$ cat config.mk
export PLATFORM = sky130hd
export DESIGN_NAME = serial_word_rx_flat
export DESIGN_NICKNAME = d
export VERILOG_FILES = /design/src/rtl/serial_link_pkg.sv /design/src/rtl/serial_word_rx_if.sv /design/src/rtl/serial_word_rx_shift_core.sv /design/src/rtl/serial_word_rx.sv /design/src/flat_wrapper.sv
export SDC_FILE = /design/constraint.sdc
export NUM_CORES = 1
export LEC_CHECK = 0
export CAP_MARGIN = 10
export CORE_ASPECT_RATIO = 0.7
export CORE_UTILIZATION = 50
export CTS_BUF_LIST = sky130_fd_sc_hd__clkbuf_8
export DETAILED_ROUTE_END_ITERATION = 10
export PLACE_DENSITY = 0.76
export SYNTH_ARGS = -nofsm -noshare
export SYNTH_HDL_FRONTEND = slang
export SYNTH_SLANG_ARGS = --single-unit
$ cat constraint.sdc
create_clock -name clk -period 1.53 [get_ports clk]
set_clock_uncertainty 0.05 [all_clocks]
set_input_delay 0.153 -clock clk [delete_from_list [all_inputs] [get_ports clk]]
set_output_delay 0.153 -clock clk [all_outputs]
set_load 0.03 [all_outputs]
$ cat src/rtl/serial_link_pkg.sv
`default_nettype none
// ============================================================================
// Package     : serial_link_pkg
// Description : Shared definitions for both ends of the serial shift link
//               (serializer and deserializer): receiver state encoding and
//               the bit-order constants.
// Revision    : 1.0 - initial release
// ============================================================================
package serial_link_pkg;

   // Receiver state: IDLE waits for the first bit of a word, RECV collects
   // the remaining bits.
   typedef enum logic [0:0] {
      IDLE = 1'b0,
      RECV = 1'b1
   } link_state_e;

   // Bit order on the wire. MSB-first matches the serializer's shift-left
   // mode and LSB-first matches its shift-right mode.
   localparam logic ORD_LSB_FIRST = 1'b0;
   localparam logic ORD_MSB_FIRST = 1'b1;

endpackage
`default_nettype wire

$ cat src/rtl/serial_word_rx_if.sv
`default_nettype none
// ============================================================================
// Interface   : serial_word_rx_if
// Description : Serial input stream and parallel word output of the
//               serial_word_rx receiver.
//               Serial side : sin, sin_valid, sof, msb_first
//               Word side   : pout, pout_valid, pout_ready
//               Status      : busy, overrun, frame_err
//               master = producer/consumer side, slave = receiver side.
// Revision    : 1.0 - initial release
// ============================================================================
interface serial_word_rx_if #(
   parameter int W = 8
);
   logic         sin;
   logic         sin_valid;
   logic         sof;
   logic         msb_first;
   logic [W-1:0] pout;
   logic         pout_valid;
   logic         pout_ready;
   logic         busy;
   logic         overrun;
   logic         frame_err;

   modport master (
      output sin, sin_valid, sof, msb_first, pout_ready,
      input  pout, pout_valid, busy, overrun, frame_err
   );

   modport slave (
      input  sin, sin_valid, sof, msb_first, pout_ready,
      output pout, pout_valid, busy, overrun, frame_err
   );
endinterface
`default_nettype wire

$ cat src/rtl/serial_word_rx_shift_core.sv
`default_nettype none
// ============================================================================
// Module      : sipo_shift_core
// Description : W-bit serial-in/parallel-out shift register.
//               clk, rst    : clock, synchronous active-high reset
//               en          : shift one bit in this edge
//               clr         : discard current contents (with en, the new
//                             bit shifts into an all-zero register)
//               msb_first   : 1 = shift toward MSB (din enters at bit 0),
//                             0 = shift toward LSB (din enters at bit W-1)
//               din         : serial bit
//               q           : current register contents
//               shifted     : value q takes if en is asserted this edge
// Revision    : 1.0 - initial release
// ============================================================================
module sipo_shift_core #(
   parameter int W = 8
) (
   input  wire logic         clk,
   input  wire logic         rst,
   input  wire logic         en,
   input  wire logic         clr,
   input  wire logic         msb_first,
   input  wire logic         din,
   output logic      [W-1:0] q,
   output logic      [W-1:0] shifted
);
   import serial_link_pkg::*;

   logic [W-1:0] base;

   always_comb begin
      base = clr ? '0 : q;
      if (msb_first == ORD_MSB_FIRST) begin
         shifted = {base[W-2:0], din};
      end else begin
         shifted = {din, base[W-1:1]};
      end
   end

   always_ff @(posedge clk) begin
      if (rst) begin
         q <= '0;
      end else if (en) begin
         q <= shifted;
      end else if (clr) begin
         q <= '0;
      end
   end
endmodule
`default_nettype wire

$ cat src/rtl/serial_word_rx.sv
`default_nettype none
// ============================================================================
// Module      : serial_word_rx
// Description : Deserializes a bit-strobed serial stream into W-bit words
//               with per-word selectable bit order, a valid/ready output
//               holding register, and overrun / framing-error pulses.
//               clk, rst : clock, synchronous active-high reset
//               link     : serial_word_rx_if.slave (serial in, word out,
//                          status flags)
// Revision    : 1.0 - initial release
// ============================================================================
module serial_word_rx #(
   parameter int W           = 8,
   parameter bit REQUIRE_SOF = 1'b1
) (
   input  wire logic            clk,
   input  wire logic            rst,
   serial_word_rx_if.slave      link
);
   import serial_link_pkg::*;

   localparam int         CW     = $clog2(W + 1);
   localparam logic [0:0] S_IDLE = IDLE;
   localparam logic [0:0] S_RECV = RECV;

   logic [0:0]    state;
   logic [CW-1:0] bit_cnt;
   logic          ord;

   logic          in_recv;
   logic          start;
   logic          restart;
   logic          shift_en;
   logic          done;
   logic          dir;
   logic [W-1:0]  sreg;
   logic [W-1:0]  sreg_next;

   always_comb begin
      in_recv  = (state == S_RECV);
      // A sof bit always begins a fresh word, even mid-word.
      start    = link.sin_valid &&
                 (link.sof || (!in_recv && !REQUIRE_SOF));
      restart  = link.sin_valid && in_recv && link.sof;
      shift_en = link.sin_valid && (start || in_recv);
      done     = link.sin_valid && in_recv && !link.sof &&
                 (bit_cnt == CW'(W - 1));
      // The first bit of a word uses the order presented with it.
      dir      = start ? link.msb_first : ord;
   end

   sipo_shift_core #(
      .W (W)
   ) u_shift (
      .clk       (clk),
      .rst       (rst),
      .en        (shift_en),
      .clr       (start),
      .msb_first (dir),
      .din       (link.sin),
      .q         (sreg),
      .shifted   (sreg_next)
   );

   always_ff @(posedge clk) begin
      if (rst) begin
         state   <= S_IDLE;
         bit_cnt <= '0;
         ord     <= ORD_LSB_FIRST;
      end else if (start) begin
         state   <= S_RECV;
         bit_cnt <= CW'(1);
         ord     <= link.msb_first;
      end else if (done) begin
         state   <= S_IDLE;
         bit_cnt <= '0;
      end else if (shift_en) begin
         bit_cnt <= bit_cnt + CW'(1);
      end
   end

   // The completed word is taken from the shifter's next value so it lands
   // on pout at the same edge that samples the last bit.
   always_ff @(posedge clk) begin
      if (rst) begin
         link.pout       <= '0;
         link.pout_valid <= 1'b0;
         link.overrun    <= 1'b0;
         link.frame_err  <= 1'b0;
      end else begin
         link.overrun   <= 1'b0;
         link.frame_err <= restart;
         if (done) begin
            if (!link.pout_valid || link.pout_ready) begin
               link.pout       <= sreg_next;
               link.pout_valid <= 1'b1;
            end else begin
               link.overrun    <= 1'b1;
            end
         end else if (link.pout_valid && link.pout_ready) begin
            link.pout_valid <= 1'b0;
         end
      end
   end

   assign link.busy = in_recv;

endmodule
`default_nettype wire

$ cat src/flat_wrapper.sv
// flat-port wrapper written by rule: the top's interface ports become plain ports
module serial_word_rx_flat import serial_link_pkg::*;
#(
   parameter int W           = 8,
   parameter bit REQUIRE_SOF = 1'b1
)
  (clk, rst, link_sin, link_sin_valid, link_sof, link_msb_first, link_pout_ready, link_pout, link_pout_valid, link_busy, link_overrun, link_frame_err);
  serial_word_rx_if #(.W(W)) link_i ();
  input  wire logic clk;
  input  wire logic rst;
  input wire logic [$bits(link_i.sin)-1:0] link_sin;
  input wire logic [$bits(link_i.sin_valid)-1:0] link_sin_valid;
  input wire logic [$bits(link_i.sof)-1:0] link_sof;
  input wire logic [$bits(link_i.msb_first)-1:0] link_msb_first;
  input wire logic [$bits(link_i.pout_ready)-1:0] link_pout_ready;
  output wire logic [$bits(link_i.pout)-1:0] link_pout;
  output wire logic [$bits(link_i.pout_valid)-1:0] link_pout_valid;
  output wire logic [$bits(link_i.busy)-1:0] link_busy;
  output wire logic [$bits(link_i.overrun)-1:0] link_overrun;
  output wire logic [$bits(link_i.frame_err)-1:0] link_frame_err;
  assign link_i.sin = link_sin;
  assign link_i.sin_valid = link_sin_valid;
  assign link_i.sof = link_sof;
  assign link_i.msb_first = link_msb_first;
  assign link_i.pout_ready = link_pout_ready;
  assign link_pout = link_i.pout;
  assign link_pout_valid = link_i.pout_valid;
  assign link_busy = link_i.busy;
  assign link_overrun = link_i.overrun;
  assign link_frame_err = link_i.frame_err;
  serial_word_rx #(.W(W), .REQUIRE_SOF(REQUIRE_SOF)) u_core (.clk(clk), .rst(rst), .link(link_i));
endmodule
==> impl_metrics.json <==
{
  "outcome": "finished with violations",
  "violations": "design-rule violations",
  "fp.dieH_um": 40.9,
  "die_area_um2": 2360,
  "hpwl_um": 1700,
  "core_area_um2": 1940,
  "drtIter0Drc": 21,
  "setup_viol_count_final": 0,
  "synthAdderAreaFrac_pct": 1.16,
  "drt-wirelength-per-cell_um": 14.7,
  "path_buf_inv": 1,
  "slowest_stage": "clkdlybuf4s50_1",
  "area_growth_pct": 27.9,
  "clkTransAtPathRegs_ns": 0.08,
  "maxCapViolations": 0,
  "grt_pass1_wl_um": 3790,
  "powerDensity_nw_per_um2": 845,
  "p_seq_share_pct": 57.3,
  "yosys_register_bits": 25,
  "worstMarginPinSlew_ns": 0.361,
  "fin_crit_ns": 1.48,
  "io_buffers": 18,
  "nFillCells": 151,
  "synthMuxAreaShare_pct": 14.8,
  "rsz0062_at_grt": "false",
  "htree_levels": 1,
  "netlist_instances": 117,
  "switching_share_pct": 23.0,
  "instances_no_fill": 165,
  "vias": 882,
  "drtAntennaViolNets": 0,
  "row_count": 13,
  "relSlewSlack_pct": 75.8,
  "numCtsBuffers": 3,
  "drcViolationCount": 3,
  "syn-num-nets": 125,
  "cts_num_sinks": 25,
  "crit_chain": "clkdlybuf4s50_1",
  "drive_above_1_share_pct": 14.7,
  "slew_viol_final": 0,
  "clock_latency_ns": 0.27,
  "finalWorstSetupSlack_ns": 0.0457,
  "first_global_vias": 779,
  "timing.hold.ws_ns": 0.423,
  "grt_max_degree": 17,
  "die_w_um": 57.6,
  "synth-simple-area-share_pct": 23.4,
  "place_inst": 160,
  "crit_required_ns": 1.33,
  "synth_compound_area_share_pct": 8.22,
  "final_area_um2": 1380,
  "share_comb_of_total_power_pct": 10.7,
  "fmax_mhz": 674,
  "cts-root-buf": "clkbuf_8",
  "clock_power_share_pct": 32.0,
  "hold_viol_final": 0,
  "tns_ns": 0,
  "start_util_pct": 55.9,
  "hp-class": "reg2reg",
  "yosys_warnings": 0,
  "yosysSeqAreaShare_pct": 46.3,
  "clockBufferDepth": 2,
  "internal_power_mw": 0.900,
  "syn-mean-instance-area_um2": 9.24,
  "antenna_found_initial": 0,
  "via_per_inst": 5.35,
  "utilization_pct": 71.4,
  "antenna_cells": 0,
  "synth_xor_area_share_pct": 1.62,
  "drt-total-wl_um": 2420,
  "crit_fanout": 2,
  "leakagePower_nw": 0.586,
  "io_pins": 19,
  "synth_top_family_by_area": "simple AND/OR/NAND/NOR gates",
  "gp_congestion": 0.843,
  "syn_area_um2": 1080,
  "vdd_drop_max_mv": 0.655,
  "period_share_pct": 97.0,
  "start_kind": "register",
  "grt-ovfl-total": 0,
  "nets": 152,
  "switching_power_mw": 0.269,
  "cpPeakStageDelay_ns": 0.67,
  "dp_slack_ns": -0.0733,
  "dpl_cell_area_um2": 1320,
  "finalPower_mw": 1.17,
  "critPathArrivalTime_ns": 1.28,
  "cts_tree": "done",
  "firstDrtPassIters": 7,
  "path_delay_family": "buffers and inverters",
  "yosysUniqueCellTypes": 27,
  "path_class": "reg2out",
  "grt_usage_pct": 23.1,
  "crit_path_end_kind": "primary output"
}
sequential cells by signal, summed over array words and instances, names as in the netlist:
name and flops:
u_core.link.pout_valid 1, u_core.ord 1, u_core.link.busy 1, u_core.link.pout 8, u_core.bit_cnt 4, u_core.link.frame_err 1
u_core.u_shift.q 8, u_core.link.overrun 1
Yosys cell counts:
master | instances | share of area, %
dfxtp_1 | 25 | 46
inv_1 | 1 | 0.35
nand3_4 | 1 | 1.6
xor2_1 | 1 | 0.81
nor2_1 | 27 | 9.4
a22oi_1 | 6 | 4.2
clkbuf_8 | 1 | 1.3
nand2_1 | 9 | 3.1
nor2_2 | 1 | 0.58
nand2b_1 | 1 | 0.58
xnor2_1 | 1 | 0.81
buf_4 | 1 | 0.69
nand4_1 | 2 | 1.2
a21oi_1 | 6 | 2.8
buf_6 | 1 | 1.0
buf_2 | 1 | 0.46
and2_2 | 1 | 0.69
and4bb_2 | 1 | 1.2
nor3_1 | 6 | 2.8
a311oi_1 | 1 | 0.81
ha_1 | 1 | 1.2
nor2_4 | 1 | 1.0
nor3b_1 | 1 | 0.69
o21ai_1 | 1 | 0.46
and2_1 | 1 | 0.58
clkbuf_1 | 2 | 0.69
mux2i_1 | 16 | 15
power groups by stage:
stage                     Clock [mW]  Combinational [mW]  Sequential (mW)
after floorplan                    0              0.0663            0.687
after global placement             0               0.117            0.685
after detailed placement           0               0.120            0.686
after CTS                      0.385               0.119            0.670
after global routing           0.420               0.135            0.672
final                          0.374               0.125            0.670
final timing paths:
| path | from | endpoint | slack, ns | cells past startpoint |
|---|---|---|---|---|
| max | u_core.link.pout_valid$_SDFFE_PP0P_ | link_pout_valid | 0.05 | 1 |
| min | u_core.bit_cnt[1]$_SDFFE_PP0N_ | u_core.bit_cnt[1]$_SDFFE_PP0N_ | 0.42 | 2 |
| max reg2reg | u_core.bit_cnt[0]$_SDFFE_PP0P_ | u_core.link.pout[3]$_SDFFE_PP0P_ | 0.11 | 5 |
| min reg2reg | u_core.bit_cnt[1]$_SDFFE_PP0N_ | u_core.bit_cnt[1]$_SDFFE_PP0N_ | 0.42 | 2 |
cell type report:
cell class	instances	area (um2)	area share, %
tap	22	27.5	1.99
sequential	25	503	36.4
clock inverter	1	3.75	0.271
multi-input combinational	85	534	38.6
clock buffer	3	41.3	2.99
inverter	1	3.75	0.271
timing repair buffer	28	269	19.5
metal layers:
layer	wire length, um	GRT usage, %	part of all wire [%]
met3	108	6.94	4.5
met1	1160	28.5	48
met2	1090	39.2	45
met5	0	0	0
met4	55	9.15	2.3
what timing repair did:
| action | 4_1_cts | 5_1_grt |
|---|---|---|
| cloned | 0 | 0 |
| setup endpoints to repair | 1 | 9 |
| resized for setup | 1 | 4 |
| hold buffers | 0 | 0 |
| buffers inserted | 0 | 1 |
| pin swaps | 0 | 0 |
cell usage in the layout (no fill, tap or decap), types with 3 or more instances in the layout:
| master | n |
|---|---|
| dfxtp_1 | 23 |
| mux2i_1 | 16 |
| a21oi_1 | 6 |
| buf_4 | 9 |
| clkdlybuf4s50_1 | 16 |
| nor2_1 | 27 |
| a22oi_1 | 6 |
| nand2_1 | 9 |
| nor3_1 | 6 |
| clkbuf_8 | 3 |
cell families after synthesis:
kind of cell,count (synthesis)
flops,25
fa+ha+maj,1
simple gates,52
compound gates,14
mux,16
xor+xnor,2
buf+inv,7
(Power assumes the default switching activity.)
